**src/rtl/ice40_spram_arb_if.sv**
```systemverilog
// Request/response bundle for one requester port of ice40_spram_arb.
// The master side is the system requester, the slave side is the arbiter.
interface ice40_spram_arb_if #(
  parameter int ADDR_WIDTH = 15,
  parameter int DATA_WIDTH = 32,
  parameter int MASK_WIDTH = (DATA_WIDTH + 3) / 4
);
  logic [ADDR_WIDTH-1:0] addr;
  logic [DATA_WIDTH-1:0] wdata;
  logic [MASK_WIDTH-1:0] wmsk;
  logic                  we;
  logic                  valid;
  logic                  ready;
  logic [DATA_WIDTH-1:0] rdata;
  logic                  rvalid;

  modport master (
    output addr, wdata, wmsk, we, valid,
    input  ready, rdata, rvalid
  );

  modport slave (
    input  addr, wdata, wmsk, we, valid,
    output ready, rdata, rvalid
  );
endinterface

```
**src/rtl/ice40_spram_arb.sv**
```systemverilog
// Two-port SPRAM arbiter: port 0 has fixed priority, port 1 waits at most WAIT_MAX cycles.
// Registers the memory command and routes the 1-cycle SPRAM read data back to the issuing port.
module ice40_spram_arb #(
  parameter int ADDR_WIDTH = 15,
  parameter int DATA_WIDTH = 32,
  parameter int MASK_WIDTH = (DATA_WIDTH + 3) / 4,
  parameter int WAIT_MAX   = 4
) (
  input  logic                  clk,
  input  logic                  rst_n,
  ice40_spram_arb_if.slave      p0,
  ice40_spram_arb_if.slave      p1,
  output logic [ADDR_WIDTH-1:0] mem_addr,
  output logic [DATA_WIDTH-1:0] mem_wr_data,
  output logic [MASK_WIDTH-1:0] mem_wr_mask,
  output logic                  mem_wr_ena,
  output logic                  mem_rd_ena,
  input  logic [DATA_WIDTH-1:0] mem_rd_data
);
  localparam int WCNT_W = (WAIT_MAX > 0) ? $clog2(WAIT_MAX + 1) : 1;
  localparam logic [WCNT_W-1:0] WCNT_MAX = WCNT_W'(WAIT_MAX);

  logic [WCNT_W-1:0]     wcnt_q, wcnt_d;
  logic                  wait_done;
  logic                  g0, g1;

  logic [ADDR_WIDTH-1:0] mem_addr_q, mem_addr_d;
  logic [DATA_WIDTH-1:0] mem_wr_data_q, mem_wr_data_d;
  logic [MASK_WIDTH-1:0] mem_wr_mask_q, mem_wr_mask_d;
  logic                  mem_wr_ena_q, mem_wr_ena_d;
  logic                  mem_rd_ena_q, mem_rd_ena_d;

  logic                  rd1_vld_q, rd1_vld_d, rd1_id_q, rd1_id_d;
  logic                  rd2_vld_q, rd2_id_q;

  logic [DATA_WIDTH-1:0] p0_rdata_q, p0_rdata_d, p1_rdata_q, p1_rdata_d;
  logic                  p0_rvalid_q, p0_rvalid_d, p1_rvalid_q, p1_rvalid_d;

  // With WAIT_MAX = 0 port 1 wins every conflict, so the counter never gates it.
  if (WAIT_MAX == 0) begin : g_nowait
    assign wait_done = 1'b1;
  end else begin : g_wait
    assign wait_done = (wcnt_q >= WCNT_MAX);
  end

  assign g1 = p1.valid & (~p0.valid | wait_done);
  assign g0 = p0.valid & ~g1;

  assign p0.ready = g0;
  assign p1.ready = g1;

  always_comb begin
    wcnt_d        = wcnt_q;
    mem_addr_d    = mem_addr_q;
    mem_wr_data_d = mem_wr_data_q;
    mem_wr_mask_d = mem_wr_mask_q;
    mem_wr_ena_d  = 1'b0;
    mem_rd_ena_d  = 1'b0;
    rd1_vld_d     = 1'b0;
    rd1_id_d      = 1'b0;
    p0_rdata_d    = p0_rdata_q;
    p1_rdata_d    = p1_rdata_q;
    p0_rvalid_d   = 1'b0;
    p1_rvalid_d   = 1'b0;

    if (g1) begin
      wcnt_d = '0;
    end else if (p1.valid && g0 && (wcnt_q != WCNT_MAX)) begin
      wcnt_d = wcnt_q + 1'b1;
    end

    if (g0) begin
      mem_addr_d    = p0.addr;
      mem_wr_data_d = p0.wdata;
      mem_wr_mask_d = p0.wmsk;
      mem_wr_ena_d  = p0.we;
      mem_rd_ena_d  = ~p0.we;
      rd1_vld_d     = ~p0.we;
      rd1_id_d      = 1'b0;
    end else if (g1) begin
      mem_addr_d    = p1.addr;
      mem_wr_data_d = p1.wdata;
      mem_wr_mask_d = p1.wmsk;
      mem_wr_ena_d  = p1.we;
      mem_rd_ena_d  = ~p1.we;
      rd1_vld_d     = ~p1.we;
      rd1_id_d      = 1'b1;
    end

    // Stage 2 lines up with the cycle in which mem_rd_data is valid.
    if (rd2_vld_q) begin
      if (rd2_id_q) begin
        p1_rdata_d  = mem_rd_data;
        p1_rvalid_d = 1'b1;
      end else begin
        p0_rdata_d  = mem_rd_data;
        p0_rvalid_d = 1'b1;
      end
    end
  end

  always_ff @(posedge clk or negedge rst_n) begin
    if (!rst_n) begin
      wcnt_q        <= '0;
      mem_addr_q    <= '0;
      mem_wr_data_q <= '0;
      mem_wr_mask_q <= '0;
      mem_wr_ena_q  <= 1'b0;
      mem_rd_ena_q  <= 1'b0;
      rd1_vld_q     <= 1'b0;
      rd1_id_q      <= 1'b0;
      rd2_vld_q     <= 1'b0;
      rd2_id_q      <= 1'b0;
      p0_rdata_q    <= '0;
      p1_rdata_q    <= '0;
      p0_rvalid_q   <= 1'b0;
      p1_rvalid_q   <= 1'b0;
    end else begin
      wcnt_q        <= wcnt_d;
      mem_addr_q    <= mem_addr_d;
      mem_wr_data_q <= mem_wr_data_d;
      mem_wr_mask_q <= mem_wr_mask_d;
      mem_wr_ena_q  <= mem_wr_ena_d;
      mem_rd_ena_q  <= mem_rd_ena_d;
      rd1_vld_q     <= rd1_vld_d;
      rd1_id_q      <= rd1_id_d;
      rd2_vld_q     <= rd1_vld_q;
      rd2_id_q      <= rd1_id_q;
      p0_rdata_q    <= p0_rdata_d;
      p1_rdata_q    <= p1_rdata_d;
      p0_rvalid_q   <= p0_rvalid_d;
      p1_rvalid_q   <= p1_rvalid_d;
    end
  end

  assign mem_addr    = mem_addr_q;
  assign mem_wr_data = mem_wr_data_q;
  assign mem_wr_mask = mem_wr_mask_q;
  assign mem_wr_ena  = mem_wr_ena_q;
  assign mem_rd_ena  = mem_rd_ena_q;
  assign p0.rdata    = p0_rdata_q;
  assign p1.rdata    = p1_rdata_q;
  assign p0.rvalid   = p0_rvalid_q;
  assign p1.rvalid   = p1_rvalid_q;
endmodule
```
**src/flat_wrapper.sv**
```systemverilog
// flat-port wrapper written by rule: the top's interface ports become plain ports
module ice40_spram_arb_flat 
#(
  parameter int ADDR_WIDTH = 15,
  parameter int DATA_WIDTH = 32,
  parameter int MASK_WIDTH = (DATA_WIDTH + 3) / 4,
  parameter int WAIT_MAX   = 4
)
  (clk, rst_n, mem_addr, mem_wr_data, mem_wr_mask, mem_wr_ena, mem_rd_ena, mem_rd_data, p0_addr, p0_wdata, p0_wmsk, p0_we, p0_valid, p0_ready, p0_rdata, p0_rvalid, p1_addr, p1_wdata, p1_wmsk, p1_we, p1_valid, p1_ready, p1_rdata, p1_rvalid);
  ice40_spram_arb_if #(.ADDR_WIDTH(ADDR_WIDTH), .DATA_WIDTH(DATA_WIDTH), .MASK_WIDTH(MASK_WIDTH)) p0_i ();
  ice40_spram_arb_if #(.ADDR_WIDTH(ADDR_WIDTH), .DATA_WIDTH(DATA_WIDTH), .MASK_WIDTH(MASK_WIDTH)) p1_i ();
  input  logic clk;
  input  logic rst_n;
  output logic [ADDR_WIDTH-1:0] mem_addr;
  output logic [DATA_WIDTH-1:0] mem_wr_data;
  output logic [MASK_WIDTH-1:0] mem_wr_mask;
  output logic mem_wr_ena;
  output logic mem_rd_ena;
  input  logic [DATA_WIDTH-1:0] mem_rd_data;
  input wire logic [$bits(p0_i.addr)-1:0] p0_addr;
  input wire logic [$bits(p0_i.wdata)-1:0] p0_wdata;
  input wire logic [$bits(p0_i.wmsk)-1:0] p0_wmsk;
  input wire logic [$bits(p0_i.we)-1:0] p0_we;
  input wire logic [$bits(p0_i.valid)-1:0] p0_valid;
  output wire logic [$bits(p0_i.ready)-1:0] p0_ready;
  output wire logic [$bits(p0_i.rdata)-1:0] p0_rdata;
  output wire logic [$bits(p0_i.rvalid)-1:0] p0_rvalid;
  input wire logic [$bits(p1_i.addr)-1:0] p1_addr;
  input wire logic [$bits(p1_i.wdata)-1:0] p1_wdata;
  input wire logic [$bits(p1_i.wmsk)-1:0] p1_wmsk;
  input wire logic [$bits(p1_i.we)-1:0] p1_we;
  input wire logic [$bits(p1_i.valid)-1:0] p1_valid;
  output wire logic [$bits(p1_i.ready)-1:0] p1_ready;
  output wire logic [$bits(p1_i.rdata)-1:0] p1_rdata;
  output wire logic [$bits(p1_i.rvalid)-1:0] p1_rvalid;
  assign p0_i.addr = p0_addr;
  assign p0_i.wdata = p0_wdata;
  assign p0_i.wmsk = p0_wmsk;
  assign p0_i.we = p0_we;
  assign p0_i.valid = p0_valid;
  assign p0_ready = p0_i.ready;
  assign p0_rdata = p0_i.rdata;
  assign p0_rvalid = p0_i.rvalid;
  assign p1_i.addr = p1_addr;
  assign p1_i.wdata = p1_wdata;
  assign p1_i.wmsk = p1_wmsk;
  assign p1_i.we = p1_we;
  assign p1_i.valid = p1_valid;
  assign p1_ready = p1_i.ready;
  assign p1_rdata = p1_i.rdata;
  assign p1_rvalid = p1_i.rvalid;
  ice40_spram_arb #(.ADDR_WIDTH(ADDR_WIDTH), .DATA_WIDTH(DATA_WIDTH), .MASK_WIDTH(MASK_WIDTH), .WAIT_MAX(WAIT_MAX)) u_core (.clk(clk), .rst_n(rst_n), .p0(p0_i), .p1(p1_i), .mem_addr(mem_addr), .mem_wr_data(mem_wr_data), .mem_wr_mask(mem_wr_mask), .mem_wr_ena(mem_wr_ena), .mem_rd_ena(mem_rd_ena), .mem_rd_data(mem_rd_data));
endmodule
```
**config.mk**
```make
export PLATFORM = sky130hd
export DESIGN_NAME = ice40_spram_arb_flat
export DESIGN_NICKNAME = d
export VERILOG_FILES = /design/src/rtl/ice40_spram_arb_if.sv /design/src/rtl/ice40_spram_arb.sv /design/src/flat_wrapper.sv
export SDC_FILE = /design/constraint.sdc
export NUM_CORES = 1
export LEC_CHECK = 0
export CELL_PAD_IN_SITES_DETAIL_PLACEMENT = 0
export CELL_PAD_IN_SITES_GLOBAL_PLACEMENT = 1
export CORE_MARGIN = 1.5
export CORE_UTILIZATION = 31
export DETAILED_ROUTE_END_ITERATION = 10
export HOLD_SLACK_MARGIN = 0.02
export PLACE_DENSITY = 0.77
export SLEW_MARGIN = 20
export SYNTH_ARGS = -nofsm -noshare
export SYNTH_HDL_FRONTEND = slang
export SYNTH_SLANG_ARGS = --single-unit
```
**constraint.sdc**
```tcl
create_clock -name clk -period 1.62 [get_ports clk]
set_input_delay 0.324 -clock clk [delete_from_list [all_inputs] [get_ports clk]]
set_output_delay 0.324 -clock clk [all_outputs]
set_load 0.01 [all_outputs]
```
### Word level (Yosys, flattened, before mapping)

Cells that the tools add are included.

| operators by class | value |
|---|---|
| add/subtract/negate cells | 1 |
| magnitude comparators | 1 |
| equality and inequality tests | 1 |
| multiplexer cells | 18 |
| bitwise logic cells | 8 |
| reductions and logical operators | 6 |

Operators by type and width:

| cell | count |
|---|---|
| 32-bit 2-to-1 mux | 2 |
| 15-bit 2-to-1 mux | 2 |
| 8-bit 2-to-1 mux | 2 |
| 1-bit 2-to-1 mux | 10 |
| 3-bit 2-to-1 mux | 2 |
| 1-bit inverter | 5 |
| 2-bit AND reduction | 2 |
| 2-bit nonzero test | 2 |
| 3-bit by 1-bit adder with 3-bit output (second input constant) | 1 |
| 3-bit greater-or-equal comparator (second input constant) | 1 |
| 3-bit != test (second input constant) | 1 |
| 1-bit AND | 2 |
| 1-bit logical AND | 2 |
| 1-bit OR | 1 |

| word-level totals | value |
|---|---|
| bits in registers | 129 |
| input bits | 148 |
| output and inout port bits | 125 |
| word-level logic and storage cells | 48 |

### Depth between registers and ports, before layout

| depth | value |
|---|---|
| word-level depth | 9 |
| mapped depth | 6 |
| mapped depth without buffers | 4 |

### Worst setup path after synthesis

No wires, ideal clock.

| path | value |
|---|---|
| path kind | register to register |
| from | register u_core.rd2_id_q |
| to | register u_core.p0_rdata_q[10], in the netlist u_core.p0.rdata[10] |
| library setup time | 0.125 ns |
| arrival | 1.138 ns |
| required time | 1.495 ns |
| slack | 0.357 ns |
| cell stages (with the launch flop) | 5 |
| period minus slack after synthesis | 1.263 ns |
| path through | dfrtp_1 -> nor2b_1 -> buf_2 -> buf_2 -> mux2_2 |

| between the ends | value |
|---|---|
| word-level cells in the longest chain between the ends | 2 |

Ends and longest elaborated chain:

| element | RTL line | RTL |
|---|---|---|
| from (decl) | ice40_spram_arb.sv:34 | `logic rd2_vld_q, rd2_id_q;` |
| from (signal assigned) | ice40_spram_arb.sv:128 | `rd2_id_q <= rd1_id_q;` |
| 1-bit inverter (no line) | n/a |  |
| 2-bit AND reduction (no line) | n/a |  |
| to (signal assigned) | ice40_spram_arb.sv:129 | `p0_rdata_q <= p0_rdata_d;` |
| to (decl) | ice40_spram_arb.sv:36 | `logic [DATA_WIDTH-1:0] p0_rdata_q, p0_rdata_d, p1_rdata_q, p1_rdata_d;` |

No other way between the ends.
A chain may end at the register's enable or synchronous reset.

### Worst setup path in the final report

| path | value |
|---|---|
| from | register u_core.p0_rvalid_q, in the netlist u_core.p0.rvalid |
| to | output port p0_rvalid |

RTL lines:

| element | RTL line | RTL |
|---|---|---|
| from (decl) | ice40_spram_arb.sv:37 | `logic p0_rvalid_q, p0_rvalid_d, p1_rvalid_q, p1_rvalid_d;` |
| from (signal assigned) | ice40_spram_arb.sv:131 | `p0_rvalid_q <= p0_rvalid_d;` |
| to (decl) | flat_wrapper.sv:27 | `output wire logic [$bits(p0_i.rvalid)-1:0] p0_rvalid;` |

No word-level cell between the ends.

==> metrics <==
Worst Path Buf+Inv=1; Compound-Gate Fraction of Synth Area=0.116; worst vdd ir=692 uV; number of global-route vias before repair=5040; worst min-delay path category=primary input to register; FFs w/ async S/R, synth=1.00; Root Driver=clkbuf_16; fin crit share=0.977; Initial Utilization=0.317; drt pass-1 iters=4; most frequent cells in the layout=clkdlybuf4s50_1 (145), dfrtp_1 (129), dlygate4sd2_1 (121), mux2_2 (74), inv_1 (60); top post-synthesis cells by area=dfrtp_1 (57%), mux2_2 (15%), mux2_1 (8.9%); Post-Synth XOR/XNOR Area=0; endpoints failing setup=0; CP Cell Sequence=clkdlybuf4s50_1; reg2reg path depth=5; YS warnings=0; CP top delay family=buffers and inverters; largest area contributor in the netlist=dfrtp_1; final hold violation count=0; hold_sp=p1_valid; max-cap violations=0; total global-route track usage=0.186; Post-Syn Nets=617; hold path depth=4; WL final=17300 um; Slowest cell on crit path=clkdlybuf4s50_1; GP Congestion=0.756; Synth Area in Adders=0.00440; CTS max path bufs=2; commonest non-fill, non-tap cell in the layout=clkdlybuf4s50_1; CP max stage delay=530 ps; DR WL/cell=17.7 um; total power=0.0103 W; grt ovf=0; cell row count=49; Port Buffers=272; Worst-Margin Slew=707 ps; largest net degree at the start of global routing=62; TritonCTS Sinks=129; synthesized area=5690 sq um; Die W=138 um; core area=18000 sq um; Sequential Area=3230 sq um; Multi-input gate area=2080 sq um; CTS Buf Count=17; fin crit period=1580 ps; Worst Setup End Kind=output port; Via density=4.85; DRC errors left=0; startpoint types=register; RR Startpoint=u_core.wcnt_q[2]; multiplexer share of the synthesized area=0.236; crit-path max FO=1; largest family of logic cells by synthesized area=multiplexers; initial antenna violation count=0; share of the synthesized area in the top cell type=0.567; post-synthesis cell type count=20; Fmax=632 MHz; Area growth syn-to-layout=60.1%; Placed Cells=948; dpl hpwl=12400 um; Ant. Diodes=0; Final #Nets=889; RSZ-0062 raised after global routing=false; status=finished, final reports clean; Worst Path Required=1300 ps; Post-Syn Area per Cell=12.2 sq um; Hold Path End=u_core.rd1_id_q; EDFF count, synth=0; reg2reg end=u_core.mem_wr_data[26]; first-pass GRT wire length=28200 um; Post-Route Skew=6.72 ps; Crit Path Class=register to output port; vias=4753; sequential area share after synthesis=0.567; Final ANT Viol Nets=0; Starting DRT DRC Count=163; relative slew slack=0.528; leakage power=4.12 nW; Simple-Gate Fraction of Synth Area=0.00704; Clk pin slew, worst setup/hold paths=60 ps; final hold slack=312 ps; layout cell share with drive strength beyond 1=0.169; Cells after Synth=467; #FFs+latches synth=129; Worst Path Arrival=1260 ps; Pwr per Cell Area=1130 nW/um^2; I/O pin cnt=273; Slew Viols, Final=0; Finished Layout Cells=981; CTS tree=built; Skew-Pair Late Insertion Delay=410 ps; die height=138 um; die area=19200 sq um; # fillers=1627; Top FF cell, synth=dfrtp_1; R2R setup slack=260 ps; CTS H-Tree Depth=4
[through the flow]
step / utilization / worst slack, ps / cell area [sq um] / TNS, ps
detailed placement: 0.482 / -31.9 / 8670 / -151
global route: 0.507 / 0.195 / 9110 / 0
finish: 0.507 / 36.5 / 9110 / 0
floorplan: - / 357 / 5690 / 0
global placement: 0.482 / 0.0216 / 8670 / 0
CTS: 0.507 / 1.52 / 9100 / 0
[cell usage after synthesis (all sizes together), types with 2 or more instances]
| master | instances |
|---|---|
| nand2 | 4 |
| o21ai | 2 |
| dfrtp | 129 |
| inv | 61 |
| ha | 2 |
| nand2b | 2 |
| o22ai | 57 |
| buf | 24 |
| mux2 | 119 |
| a21oi | 55 |
| clkbuf | 8 |
[sequential cells by signal (all words and copies together) (netlist names)]
| name | cells |
|---|---|
| u_core.mem_wr_data | 32 |
| u_core.p0.rdata | 32 |
| u_core.p1.rdata | 32 |
| u_core.mem_addr | 15 |
| u_core.mem_wr_mask | 8 |
| u_core.wcnt_q | 3 |
| u_core.mem_rd_ena | 1 |
| u_core.mem_wr_ena | 1 |
| u_core.p0.rvalid | 1 |
| u_core.p1.rvalid | 1 |
| u_core.rd1_id_q | 1 |
| u_core.rd2_id_q | 1 |
| u_core.rd2_vld_q | 1 |
[layer usage]
metal	vias up	global-route usage	part of all wire
li1	2184	-	-
met1	2332	0.234	0.43
met4	0	0.0720	0.025
met2	204	0.301	0.48
met3	33	0.0565	0.069
met5	-	0	0
[cell type report]
class / instances / area share
sequential: 129 / 0.354
tap: 229 / 0.0314
multi-input combinational: 245 / 0.229
clock inverter: 14 / 0.0159
timing repair buffer: 285 / 0.297
inverter: 61 / 0.0251
clock buffer: 18 / 0.0471
[how the worst max path moves through the flow]
stage | startpoint | endpoint | slack [ps] | depth (start not counted)
detailed placement | p0_valid | u_core.mem_wr_data[6] | -30 | 5
CTS | u_core.p1.rdata[22] | p1_rdata[22] | 2 | 1
floorplan | u_core.rd2_id_q | u_core.p0.rdata[10] | 360 | 4
global route | u_core.p0.rvalid | p0_rvalid | 0.2 | 1
global placement | p0_valid | p0_ready | 0.02 | 3
finish | u_core.p0.rvalid | p0_rvalid | 40 | 1
[report_power, final]
group / total, W / internal [W] / leakage [nW] / switching [W]
logic: 0.00247 / 0.00138 / 2.33 / 0.00109
registers: 0.00404 / 0.00378 / 1.52 / 0.000261
clock network: 0.00375 / 0.00216 / 0.273 / 0.00158
[timing repair]
action / 4_1_cts / 5_1_grt
hold endpoints to repair: 24 / 0
endpoints found under the setup margin: 123 / 27
gates resized for setup: 130 / 5
hold buffers: 1 / 0
setup buffers: 0 / 0
pin swaps: 0 / 1
[logic make-up (layout without fill, tap and decap cells)]
kind of cell,count (synthesis),count (layout)
flops,129,129
mux,119,119
compound gates,116,116
buf+inv,93,378
simple gates,8,8
fa+ha+maj,2,2
(Power assumes the default switching activity.)
